File: src/rtl/rnd_stream_source.sv
// Producer side of the RND/Finish interface. The block delivers NUM_WORDS
// pseudo-random words over a valid/ready handshake. It then waits, with a
// timeout, for the consumer's Finish_SI and reports success or error.
module rnd_stream_source #(
    parameter int          RND_WIDTH    = 3,
    parameter int          NUM_WORDS    = 10,
    parameter logic [31:0] DEFAULT_SEED = 32'hACE1_0001,
    parameter int          FIN_TIMEOUT  = 64
) (
    input  logic                                 CLK_CI,
    input  logic                                 Rst_RI,
    input  logic                                 Start_SI,
    input  logic                                 SeedLoad_SI,
    input  logic [31:0]                          Seed_DI,
    output logic [RND_WIDTH-1:0]                 Rnd_DO,
    output logic                                 RndValid_SO,
    input  logic                                 RndReady_SI,
    input  logic                                 Finish_SI,
    output logic                                 Done_SO,
    output logic                                 Error_SO,
    output logic [$clog2(NUM_WORDS+1)-1:0]       Count_DO
);

    localparam int              CNT_W     = $clog2(NUM_WORDS + 1);
    localparam int              TMO_W     = $clog2(FIN_TIMEOUT + 1);
    localparam logic [31:0]     LFSR_MASK = 32'h8020_0003;  // x^32+x^22+x^2+x+1
    localparam logic [CNT_W-1:0] CNT_LAST = CNT_W'(NUM_WORDS - 1);
    localparam logic [CNT_W-1:0] CNT_MAX  = CNT_W'(NUM_WORDS);
    localparam logic [TMO_W-1:0] TMO_LAST = TMO_W'(FIN_TIMEOUT - 1);

    typedef enum logic [1:0] {
        S_IDLE,
        S_RUN,
        S_WAIT_FIN,
        S_DONE
    } state_t;

    state_t           state;
    state_t           state_next;
    logic [31:0]      lfsr;
    logic [TMO_W-1:0] tmo;
    logic             handshake;
    logic             can_start;

    assign RndValid_SO = (state == S_RUN);
    assign Done_SO     = (state == S_DONE);
    assign Rnd_DO      = lfsr[RND_WIDTH-1:0];
    assign handshake   = RndValid_SO & RndReady_SI;
    // Seed loads and starts are only honoured while no run is in progress.
    assign can_start   = (state == S_IDLE) || (state == S_DONE);

    // State register.
    always_ff @(posedge CLK_CI or posedge Rst_RI) begin
        // NOTE: sequential state uses non-blocking assignments. All flops then
        // sample pre-edge values, whatever order the blocks are evaluated in.
        if (Rst_RI) state <= S_IDLE;
        else        state <= state_next;
    end

    // Next-state logic; early finish in RUN takes priority over the last word.
    always_comb begin
        // NOTE: default first, so that no path through the case infers a latch.
        state_next = state;
        case (state)
            S_IDLE:     if (Start_SI) state_next = S_RUN;
            S_RUN: begin
                if (Finish_SI)                                state_next = S_DONE;
                else if (handshake && (Count_DO == CNT_LAST)) state_next = S_WAIT_FIN;
            end
            S_WAIT_FIN: if (Finish_SI || (tmo == TMO_LAST)) state_next = S_DONE;
            S_DONE:     if (Start_SI) state_next = S_RUN;
            default:    state_next = S_IDLE;
        endcase
    end

    // LFSR: seed load when idle, one Galois step per accepted word.
    always_ff @(posedge CLK_CI or posedge Rst_RI) begin
        if (Rst_RI)                     lfsr <= DEFAULT_SEED;
        else if (can_start && SeedLoad_SI)
            lfsr <= (Seed_DI == 32'h0) ? DEFAULT_SEED : Seed_DI;
        else if (handshake)
            lfsr <= (lfsr >> 1) ^ (lfsr[0] ? LFSR_MASK : 32'h0);
    end

    // Accepted-word counter: cleared on start, saturates at NUM_WORDS.
    always_ff @(posedge CLK_CI or posedge Rst_RI) begin
        if (Rst_RI)                                Count_DO <= '0;
        else if (can_start && Start_SI)            Count_DO <= '0;
        else if (handshake && (Count_DO != CNT_MAX)) Count_DO <= Count_DO + 1'b1;
    end

    // Finish timeout counter: held at zero in RUN, counts while waiting.
    always_ff @(posedge CLK_CI or posedge Rst_RI) begin
        if (Rst_RI)                                       tmo <= '0;
        else if (state == S_RUN)                          tmo <= '0;
        else if ((state == S_WAIT_FIN) && (tmo != TMO_LAST)) tmo <= tmo + 1'b1;
    end

    // Error flag: set when DONE is entered by early finish or by timeout.
    always_ff @(posedge CLK_CI or posedge Rst_RI) begin
        if (Rst_RI)
            Error_SO <= 1'b0;
        else if (can_start && Start_SI)
            Error_SO <= 1'b0;
        else if ((state_next == S_DONE) && (state != S_DONE))
            Error_SO <= (state == S_RUN) || !Finish_SI;
    end

endmodule

File: config.mk
export PLATFORM = sky130hd
export DESIGN_NAME = rnd_stream_source
export DESIGN_NICKNAME = d
export VERILOG_FILES = /design/src/rtl/rnd_stream_source.sv
export SDC_FILE = /design/constraint.sdc
export NUM_CORES = 1
export LEC_CHECK = 0
export BUFFER_PORTS_ARGS = -buffer_cell sky130_fd_sc_hd__buf_2
export CAP_MARGIN = 5
export CORE_MARGIN = 5
export CORE_UTILIZATION = 56
export CTS_CLUSTER_SIZE = 28
export DETAILED_ROUTE_END_ITERATION = 6
export PLACE_DENSITY = 0.79
export SLEW_MARGIN = 15
export SYNTH_ARGS = -nofsm -noshare
export SYNTH_HDL_FRONTEND = slang
export SYNTH_SLANG_ARGS = --single-unit
File: constraint.sdc
create_clock -name CLK_CI -period 4.8 [get_ports CLK_CI]
set_input_delay 0.72 -clock CLK_CI [delete_from_list [all_inputs] [get_ports CLK_CI]]
set_output_delay 0.72 -clock CLK_CI [all_outputs]
set_load 0.02 [all_outputs]
==> flow_summary.yaml, run 1 <==
timing:
  max_clock_freq_ghz: 0.4119
  setup_viol: 0
  finalSetupTns_ps: 0
  relSlewSlack_pct: 30.10
  worst_slack_ps: 2372
  fin_crit_sh_pct: 50.58
  grt_setup_unrepaired: "no"
  holdWs_ps: 521.0
  worst_pin_slew_ps: 1045
  period_minus_slack_ps: 2428
  finalHoldViolCount: 0
  final-max-slew-violation-count: 0
  finClkSkew_ps: 4.164
grt:
  grt_pass1_wl_um: 8887
  grt_overflow_total: 0
  grt_pass1_vias: 1939
  grt_usage_pct: 18.47
  antenna_found_initial: 0
  grt_max_degree: 64
power:
  power_frac_comb_pct: 45.4
  leakagePower_nw: 1.291
  vdd.ir_drop.worst_mv: 0.2582
  power.density_nw_per_um2: 631.4
  internal-power_mw: 1.038
  switching_power_uw: 708.1
  sequentialPowerShare_pct: 40.8
  swShare_pct: 40.55
  clock_power_share_pct: 13.8
synth:
  synth_compound_area_share_pct: 15.72
  synth_ff_type: "dfrtp_1"
  ys_top_cells_by_area: "dfrtp_1, nand2_1, dfstp_2, a31oi_1, nor2_1"
  async_flop_share_pct: 100.0
  syn_inst: 276
  synthXorXnorAreaFrac_pct: 3.561
  synth.cell_area_um2: 2460
  yosys.area_share.simple_pct: 23.25
  postSynthAreaPerCell_um2: 8.913
  yosys_warnings: 0
  synth_top_family_by_area: "simple AND/OR/NAND/NOR gates"
  synth.distinct_cells: 44
  synth_top_area_cell: "dfrtp_1"
  synth-seq-area-share_pct: 47.25
  synth-edff-count: 0
  synth_top_area_share_pct: 37.64
  ys_seq_elements: 46
  synth_adder_area_share_pct: 4.069
  syn-num-nets: 322
  synth_mux_area_share_pct: 0.8647
critical_path:
  path_cells: "inv_1, ha_1, nand2_2, or2_2, a2bb2oi_1"
  path_class: "register to register"
  slowest_delay_ps: 630
  endpoint_kind: "register"
  reg2regPathDepth: 5
  start_kind: "register"
  crit_family: "simple AND/OR/NAND/NOR gates"
  crit_slowest_cell: "nand2_2"
  cp.required_ps: 4980
  cp.buffers_inverters: 1
  worstPathArrival_ps: 2610
  cp.depth: 5
  crit_fanout: 63
floorplan:
  rows: 24
  fp.coreArea_um2: 4294
  die_area_um2: 5818
  die_h_um: 76.28
  ios: 48
  start_util_pct: 57.28
  fp.dieW_um: 76.28
cells_and_area:
  layout_common_cells: "nand2_1, buf_2, dfrtp_1, nor2_1, a31oi_1"
  fillers: 383
  nets: 360
  drive_above_1_share_pct: 22.54
  antenna_cells: 0
  final_common_cell: "nand2_1"
  area_delta_synth_final_pct: 12.41
route:
  post_drt_via_cell_ratio: 5.733
  drt_wl_total_um: 5331
  antenna_left: 0
  via_count: 2104
  drtPass1Iterations: 4
  drc: 0
  wl_per_cell_um: 14.53
  initialDrtViolationCount: 215
min_path:
  holdPathStages: 2
  min_path_type: "register to register"
cts:
  clock-sinks: 46
  cts_root_buffer: "clkbuf_8"
  path_clk_slew_ps: 80
  cts_resized: 0
  cts_tree: "built"
  clock_latency_ps: 300
  hold_buffers: 0
  postCtsSetupBuffers: 0
  cts_buffer_depth: 2
  htreeDepth: 2
  cts_made_buffers: 5
job:
  max_cap_violations: 0
place:
  globalplace.congestion: 0.8364
  post-place-ws_ps: 2440
  dpl.hpwl_um: 3681
  portBuffers: 47
outcome:
  status: "finished, final reports clean"
## sequential cells by signal, indices dropped and copies added, names as in the netlist
register	flops
Error_SO	1
Count_DO	4
tmo	7
lfsr	32
state	2
## worst min-delay path, delay by kind of cell (launching register included)
family | cells | cell delay [ps]
compound gates | 1 | 70
simple gates | 1 | 50
flops | 1 | 370
## power groups by stage
| stage | sequential (mW) | combinational (mW) | clock (mW) |
|---|---|---|---|
| final | 0.713 | 0.793 | 0.240 |
| after global routing | 0.735 | 0.889 | 0.264 |
| after CTS | 0.711 | 0.795 | 0.247 |
| after detailed placement | 0.716 | 0.791 | 0 |
| after global placement | 0.711 | 0.768 | 0 |
| after floorplan | 0.700 | 0.661 | 0 |
## per-layer routing
layer | GRT usage [%] | wire length, um | vias up
met5 | 0 | 0 | -
met4 | 6.469 | 43 | 0
met3 | 4.728 | 290 | 4
met2 | 26.97 | 2469 | 76
met1 | 26.54 | 2528 | 987
li1 | - | - | 1037
## area by class of cell
| cell class | count | area [um^2] | share of cell area [%] |
|---|---|---|---|
| Sequential cell | 46 | 1162 | 42.04 |
| Clock buffer | 7 | 86.33 | 3.122 |
| Timing Repair Buffer | 49 | 250.2 | 9.050 |
| Inverter | 7 | 26.28 | 0.9502 |
| Clock inverter | 1 | 5.005 | 0.1810 |
| Multi-Input combinational cell | 205 | 1170 | 42.31 |
| Tap cell | 52 | 65.06 | 2.353 |
## per-stage QoR
step / instance area [um^2] / std cells / utilization, % / power, mW
2_1_floorplan: 2460 / 276 / - / 1.361
3_3_place_gp: 2674 / 359 / 62.27 / 1.478
3_5_place_dp: 2674 / 359 / 62.27 / 1.507
4_1_cts: 2765 / 367 / 64.39 / 1.753
5_1_grt: 2765 / 367 / 64.39 / 1.888
6_report: 2765 / 367 / 64.39 / 1.746
## cell families after synthesis
| logic type | count (synthesis) |
|---|---|
| compound gates | 55 |
| simple gates | 130 |
| buf+inv | 25 |
| mux | 2 |
| xor+xnor | 10 |
| fa+ha+maj | 8 |
| flops | 46 |
## cell usage after synthesis (3+ instances only)
cell type  instances
dfrtp_1           37
dfstp_2            9
nand2_1           65
inv_1              7
xnor2_1            3
a21oi_1            5
o211ai_1           3
buf_2              5
o31a_1             8
xor2_1             7
nor2_1            31
ha_1               8
o21ai_0            4
nand3_1            8
nand4_1            4
a31oi_1           22
nor4_1             8
clkbuf_1           5
buf_4              4
## worst paths after layout
path | start | to | slack [ps]
max | state[0] | lfsr[0] | 2370
min | lfsr[21] | lfsr[20] | 520
max reg2reg | state[0] | lfsr[0] | 2370
min reg2reg | lfsr[21] | lfsr[20] | 520
max in group asynchronous | Rst_RI | lfsr[4] | 3860
min in group asynchronous | Rst_RI | tmo[3] | 560
Note: power is estimated with default switching activity, not from simulation.
==> run 2: changes to the inputs <==
--- a/config.mk
+++ b/config.mk
@@ -8,10 +8,10 @@
 export BUFFER_PORTS_ARGS = -buffer_cell sky130_fd_sc_hd__buf_2
 export CAP_MARGIN = 5
 export CORE_MARGIN = 5
-export CORE_UTILIZATION = 56
+export CORE_UTILIZATION = 55
 export CTS_CLUSTER_SIZE = 28
 export DETAILED_ROUTE_END_ITERATION = 6
-export PLACE_DENSITY = 0.79
+export PLACE_DENSITY = 0.78
 export SLEW_MARGIN = 15
 export SYNTH_ARGS = -nofsm -noshare
 export SYNTH_HDL_FRONTEND = slang
==> constraint.sdc (replaced) <==
create_clock -name CLK_CI -period 2.4 [get_ports CLK_CI]
set_input_delay 0.36 -clock CLK_CI [delete_from_list [all_inputs] [get_ports CLK_CI]]
set_output_delay 0.36 -clock CLK_CI [all_outputs]
set_load 0.02 [all_outputs]
==> run 2 against run 1 <==
  * First-iteration DRC count decreased by 28%
  * Hold slack worse by 410 ps
  * Routed wire length is 0.64% lower
  * Non-clock buffer count rose by 4
  * Sequential share of layout area fell by 0.80 points
  * Critical endpoint unchanged
  * Largest cell class unchanged
==> flow_summary.yaml, run 2 (same netlist as run 1, synthesis figures left out) <==
outcome:
  status: "finished, final reports clean"
route:
  dr_wl_met2_um: 2285
  drtPass1Iterations: 5
  antenna_left: 0
  post_drt_via_cell_ratio: 5.577
  wl_met3_um: 347
  initialDrtViolationCount: 155
  wl_per_cell_um: 14.28
  wl_met1_um: 2600
  via_count: 2069
  maxUsedRoutingLayer: "met4"
  drc: 0
  drt_wl_total_um: 5297
critical_path:
  cp.required_ps: 2630
  worstPathArrival_ps: 2160
  endpoint_kind: "register"
  reg2reg_slack_ps: 470
  path_class: "register to register"
  start_kind: "register"
  crit_fanout: 20
timing:
  finClkSkew_ps: 8.635
  period_minus_slack_ps: 1932
  relSlewSlack_pct: 47.31
  final-max-slew-violation-count: 0
  setup_viol: 0
  worst_pin_slew_ps: 785.4
  fin_crit_sh_pct: 80.51
  finalSetupTns_ps: 0
  finalHoldViolCount: 0
  grt_setup_unrepaired: "no"
  max_clock_freq_ghz: 0.5175
  holdWs_ps: 106.6
  worst_slack_ps: 467.8
power:
  sequentialPowerShare_pct: 40.3
  leakagePower_nw: 1.317
  power.density_nw_per_um2: 1263
  internal-power_mw: 2.132
  swShare_pct: 40.13
  power_frac_comb_pct: 46.3
  switching_power_mw: 1.429
  clock_power_share_pct: 13.5
  vdd.ir_drop.worst_mv: 0.6664
  power_mw: 3.561
cts:
  postCtsSetupBuffers: 0
  htreeDepth: 2
  cts_root_buffer: "clkbuf_8"
  hold_buffers: 0
  clock_latency_ps: 300
  cts_buffer_depth: 2
  clock-sinks: 46
  cts_resized: 0
  cts_tree: "built"
  cts_made_buffers: 5
  path_clk_slew_ps: 80
cells_and_area:
  area_delta_synth_final_pct: 14.60
  stdcell_area_um2: 2819
  fin_util_pct: 64.74
  multi_input_area_um2: 1170
  largest_reg_flops: 32
  largestRegisters: "lfsr (32), tmo (7), Count_DO (4)"
  ff_latch_area_um2: 1162
  drive_above_1_share_pct: 23.20
  regMostFlops: "lfsr"
  fillers: 388
  antenna_cells: 0
  final_cell_count_no_fill: 371
  nets: 364
  layout_common_cells: "nand2_1, buf_2, dfrtp_1, nor2_1, a31oi_1"
  final_common_cell: "nand2_1"
grt:
  grt_usage_pct: 18.34
  grt_pass1_wl_um: 8928
  grt_max_degree: 36
  grt_overflow_total: 0
  grt_pass1_vias: 1996
  antenna_found_initial: 0
job:
  max_cap_violations: 0
place:
  globalplace.congestion: 0.9220
  post-place-ws_ps: 488.4
  place_inst: 363
  portBuffers: 47
  dpl.hpwl_um: 3871
  placed_area_um2: 2729
min_path:
  min_path_type: "primary input to asynchronous set/reset pin"
floorplan:
  fp.dieW_um: 76.88
  die_h_um: 76.88
  die_area_um2: 5910
  fp.coreArea_um2: 4354
  ios: 48
  start_util_pct: 56.49
  rows: 24
[run 2: cell types whose count changed in the layout (fill, tap and decap cells not counted), sizes merged]
cell    change
clkbuf      +1
clkinv      -1
buf         +4
[run 2: per-layer routing]
metal | vias up | global-route usage [%]
li1 | 1046 | -
met1 | 957 | 25.89
met2 | 61 | 27.50
met3 | 5 | 4.215
met4 | 0 | 6.643
met5 | - | 0
[run 2: path summary, 6_finish.rpt]
path | startpoint | cells past startpoint | end
max in group asynchronous | Rst_RI | 3 | lfsr[0]
setup / recovery | state[1] | 7 | lfsr[0]
min in group CLK_CI | Seed_DI[26] | 2 | lfsr[26]
hold / removal | Rst_RI | 2 | lfsr[30]
setup reg to reg | state[1] | 7 | lfsr[0]
hold reg to reg | tmo[6] | 2 | tmo[6]
[run 2: power by group through the flow]
stage / Sequential [mW] / Clock [mW] / Combinational [mW]
floorplan: 1.40 / 0 / 1.32
global placement: 1.43 / 0 / 1.60
detailed placement: 1.44 / 0 / 1.64
CTS: 1.43 / 0.497 / 1.65
global route: 1.48 / 0.537 / 1.86
finish: 1.43 / 0.479 / 1.65
[run 2: cell type report]
cell class	instances	area share, %
Clock buffer	8	3.196
Inverter	7	0.9321
Multi-Input combinational cell	205	41.50
Sequential cell	46	41.23
Tap cell	52	2.308
Timing Repair Buffer	53	10.83
[run 2: critical path, cell delays in order (launching register included)]
cell and delay, ps:
dfrtp_1 440, inv_1 100, ha_1 350, and2_4 310, buf_4 270, nand2_1 90, xor2_1 140, a2bb2oi_1 150
==> run 3: changes to the inputs <==
--- a/config.mk
+++ b/config.mk
@@ -5,13 +5,14 @@
 export SDC_FILE = /design/constraint.sdc
 export NUM_CORES = 1
 export LEC_CHECK = 0
+export ABC_AREA = 1
 export BUFFER_PORTS_ARGS = -buffer_cell sky130_fd_sc_hd__buf_2
 export CAP_MARGIN = 5
 export CORE_MARGIN = 5
-export CORE_UTILIZATION = 55
+export CORE_UTILIZATION = 50
 export CTS_CLUSTER_SIZE = 28
 export DETAILED_ROUTE_END_ITERATION = 6
-export PLACE_DENSITY = 0.78
+export PLACE_DENSITY = 0.74
 export SLEW_MARGIN = 15
 export SYNTH_ARGS = -nofsm -noshare
 export SYNTH_HDL_FRONTEND = slang
==> constraint.sdc (replaced) <==
create_clock -name CLK_CI -period 1.7 [get_ports CLK_CI]
set_input_delay 0.255 -clock CLK_CI [delete_from_list [all_inputs] [get_ports CLK_CI]]
set_output_delay 0.255 -clock CLK_CI [all_outputs]
set_load 0.02 [all_outputs]
==> run 3 against run 2 <==
  * Global-route usage up 0.79 points
  * Total power up 52%
  * Critical path depth down 3
  * Critical endpoint is now RndValid_SO
  * Largest power group unchanged
==> flow_summary.yaml, run 3 <==
floorplan:
  rows: 26
  start_util_pct: 50.67
  ios: 48
  fp.coreArea_um2: 5042
  fp.dieW_um: 81.49
  die_h_um: 81.49
  die_area_um2: 6640
cells_and_area:
  final_cell_count_no_fill: 456
  fin_util_pct: 60.62
  layout_common_cells: "nor2_1, nand2_1, buf_2, dfrtp_1, inv_1"
  largest_reg_flops: 32
  final_common_cell: "nor2_1"
  antenna_cells: 0
  nets: 431
  area_delta_synth_final_pct: 19.64
  largestRegisters: "lfsr (32), tmo (7), Count_DO (4)"
  drive_above_1_share_pct: 24.09
  regMostFlops: "lfsr"
critical_path:
  cp.required_ps: 1440
  crit_start: "state[1]"
  r2r_start: "state[1]"
  crit_fanout: 6
  worstPathArrival_ps: 1370
  endpoint_kind: "output port"
  path_class: "register to output port"
  start_kind: "register"
route:
  post_drt_via_cell_ratio: 5.020
  drtPass1Iterations: 4
  wl_met1_um: 2782
  drc: 0
  antenna_left: 0
  drt_wl_total_um: 5818
  maxUsedRoutingLayer: "met4"
  dr_wl_met2_um: 2766
  initialDrtViolationCount: 146
  wl_met3_um: 217
  wl_per_cell_um: 12.76
  via_count: 2289
cts:
  clock_latency_ps: 290
  cts_root_buffer: "clkbuf_8"
  cts_buffer_depth: 2
  cts_made_buffers: 5
  path_clk_slew_ps: 80
  htreeDepth: 2
  clock-sinks: 46
  cts_tree: "built"
synth:
  async_flop_share_pct: 100.0
  yosys_warnings: 0
  ys_top_cells_by_area: "dfrtp_1, dfstp_2, nor2_1, nand2_1, o21ai_0"
  postSynthAreaPerCell_um2: 7.719
  synth-seq-area-share_pct: 45.49
  yosysMostFrequentCell: "nor2_1"
  synth_ff_type: "dfrtp_1"
  synth_top_area_share_pct: 36.24
  syn-num-nets: 377
  synth_top_area_cell: "dfrtp_1"
  synth.distinct_cells: 31
  synth-edff-count: 0
  synth_commonest_cells: "nor2_1, nand2_1, dfrtp_1, inv_1, o21ai_0"
  ys_seq_elements: 46
  synth.cell_area_um2: 2555
  syn_inst: 331
timing:
  setup_viol: 0
  relSlewSlack_pct: 78.44
  max_clock_freq_ghz: 0.6159
  finClkSkew_ps: 10.29
  fin_crit_sh_pct: 95.52
  worst_pin_slew_ps: 322.2
  period_minus_slack_ps: 1624
  finalHoldViolCount: 0
  worst_slack_ps: 76.24
  final-max-slew-violation-count: 0
  holdWs_ps: 197.8
power:
  power.density_nw_per_um2: 1773
  leakagePower_nw: 1.473
  power_mw: 5.418
  clock_power_share_pct: 12.4
  internal-power_mw: 3.123
  switching_power_mw: 2.295
  power_frac_comb_pct: 51.4
  swShare_pct: 42.36
  sequentialPowerShare_pct: 36.2
  vdd.ir_drop.worst_mv: 0.9771
grt:
  grt_overflow_total: 0
  grt_pass1_vias: 2246
  grt_pass1_wl_um: 9991
  grt_usage_pct: 19.12
  antenna_found_initial: 0
  grt_max_degree: 47
place:
  dpl.hpwl_um: 4191
  place_inst: 445
  globalplace.congestion: 0.8016
  post-place-ws_ps: 64.92
  portBuffers: 47
job:
  max_cap_violations: 0
outcome:
  status: "finished, final reports clean"
min_path:
  min_path_type: "primary input to register"
  min-delay-start: "Seed_DI[29]"
[run 3: cell count changes in the layout (fill, tap and decap cells not counted), sizes merged, moves of 5 or more]
cell   previous run  this run
a21oi             5        14
a31oi            23         4
buf              53        59
inv               6        36
nand2            65        56
nand3             8        14
nor2             32        63
nor3              0        19
nor4              8         0
o21ai             4        32
o31a              8         0
xor2              7         2
[run 3: cells by family after synthesis]
group | after synthesis | synth area share (%)
AOI/OAI and AO/OA | 60 | 13.12
xor gates and xnor gates | 4 | 1.371
and+or+nand+nor | 161 | 27.47
adders and majority gates | 8 | 3.918
buffers and inverters | 52 | 8.619
DFF | 46 | 45.49
[run 3: final timing paths]
kind | endpoint | slack, ps | cells past startpoint
worst max register to register | lfsr[15] | 120 | 6
worst min-delay path | lfsr[29] | 200 | 3
worst max-delay path | RndValid_SO | 80 | 4
worst min register to register | lfsr[11] | 500 | 2
max in group asynchronous | lfsr[22] | 890 | 4
min in group asynchronous | tmo[1] | 540 | 4
[run 3: layout make-up]
type	instances	area, um^2
fillers	462	1986
flip-flops and latches	46	1162
well taps	70	87.58
inverters	38	143.9
clock buffers	8	90.09
multi-input cells	233	1187
repair buffers	61	385.4
[run 3: worst max-delay path, cell delays in order (launching register included)]
cell and delay, ps:
dfrtp_1 430, inv_1 120, ha_2 220, buf_4 150, buf_2 160
[run 3: power groups by stage]
| stage | Combinational (mW) | Clock (mW) | Sequential, mW |
|---|---|---|---|
| floorplan | 1.96 | 0 | 1.95 |
| global placement | 2.54 | 0 | 1.97 |
| detailed placement | 2.62 | 0 | 1.98 |
| CTS | 2.63 | 0.695 | 1.96 |
| global route | 3.17 | 0.744 | 2.03 |
| finish | 2.78 | 0.673 | 1.96 |
[run 3: metal layers]
metal / up-vias / GRT usage (%)
met5: - / 0
met4: 0 / 4.561
met2: 39 / 31.19
met1: 1061 / 26.97
li1: 1184 / -
met3: 5 / 2.632
[run 3: what timing repair did]
| item | in CTS | in global routing |
|---|---|---|
| setup buffers | 0 | 1 |
| setup endpoints to repair | 0 | 14 |
| endpoints found under the hold margin | 9 | 0 |
| hold buffers | 1 | 0 |
| gates resized for setup | 0 | 6 |
[run 3: metrics by stage]
step	instance area (um^2)	setup TNS (ps)
after floorplan	2555	0
after global placement	2909	0
after detailed placement	2909	0
after CTS	3009	0
after global routing	3057	-33.76
final	3057	0
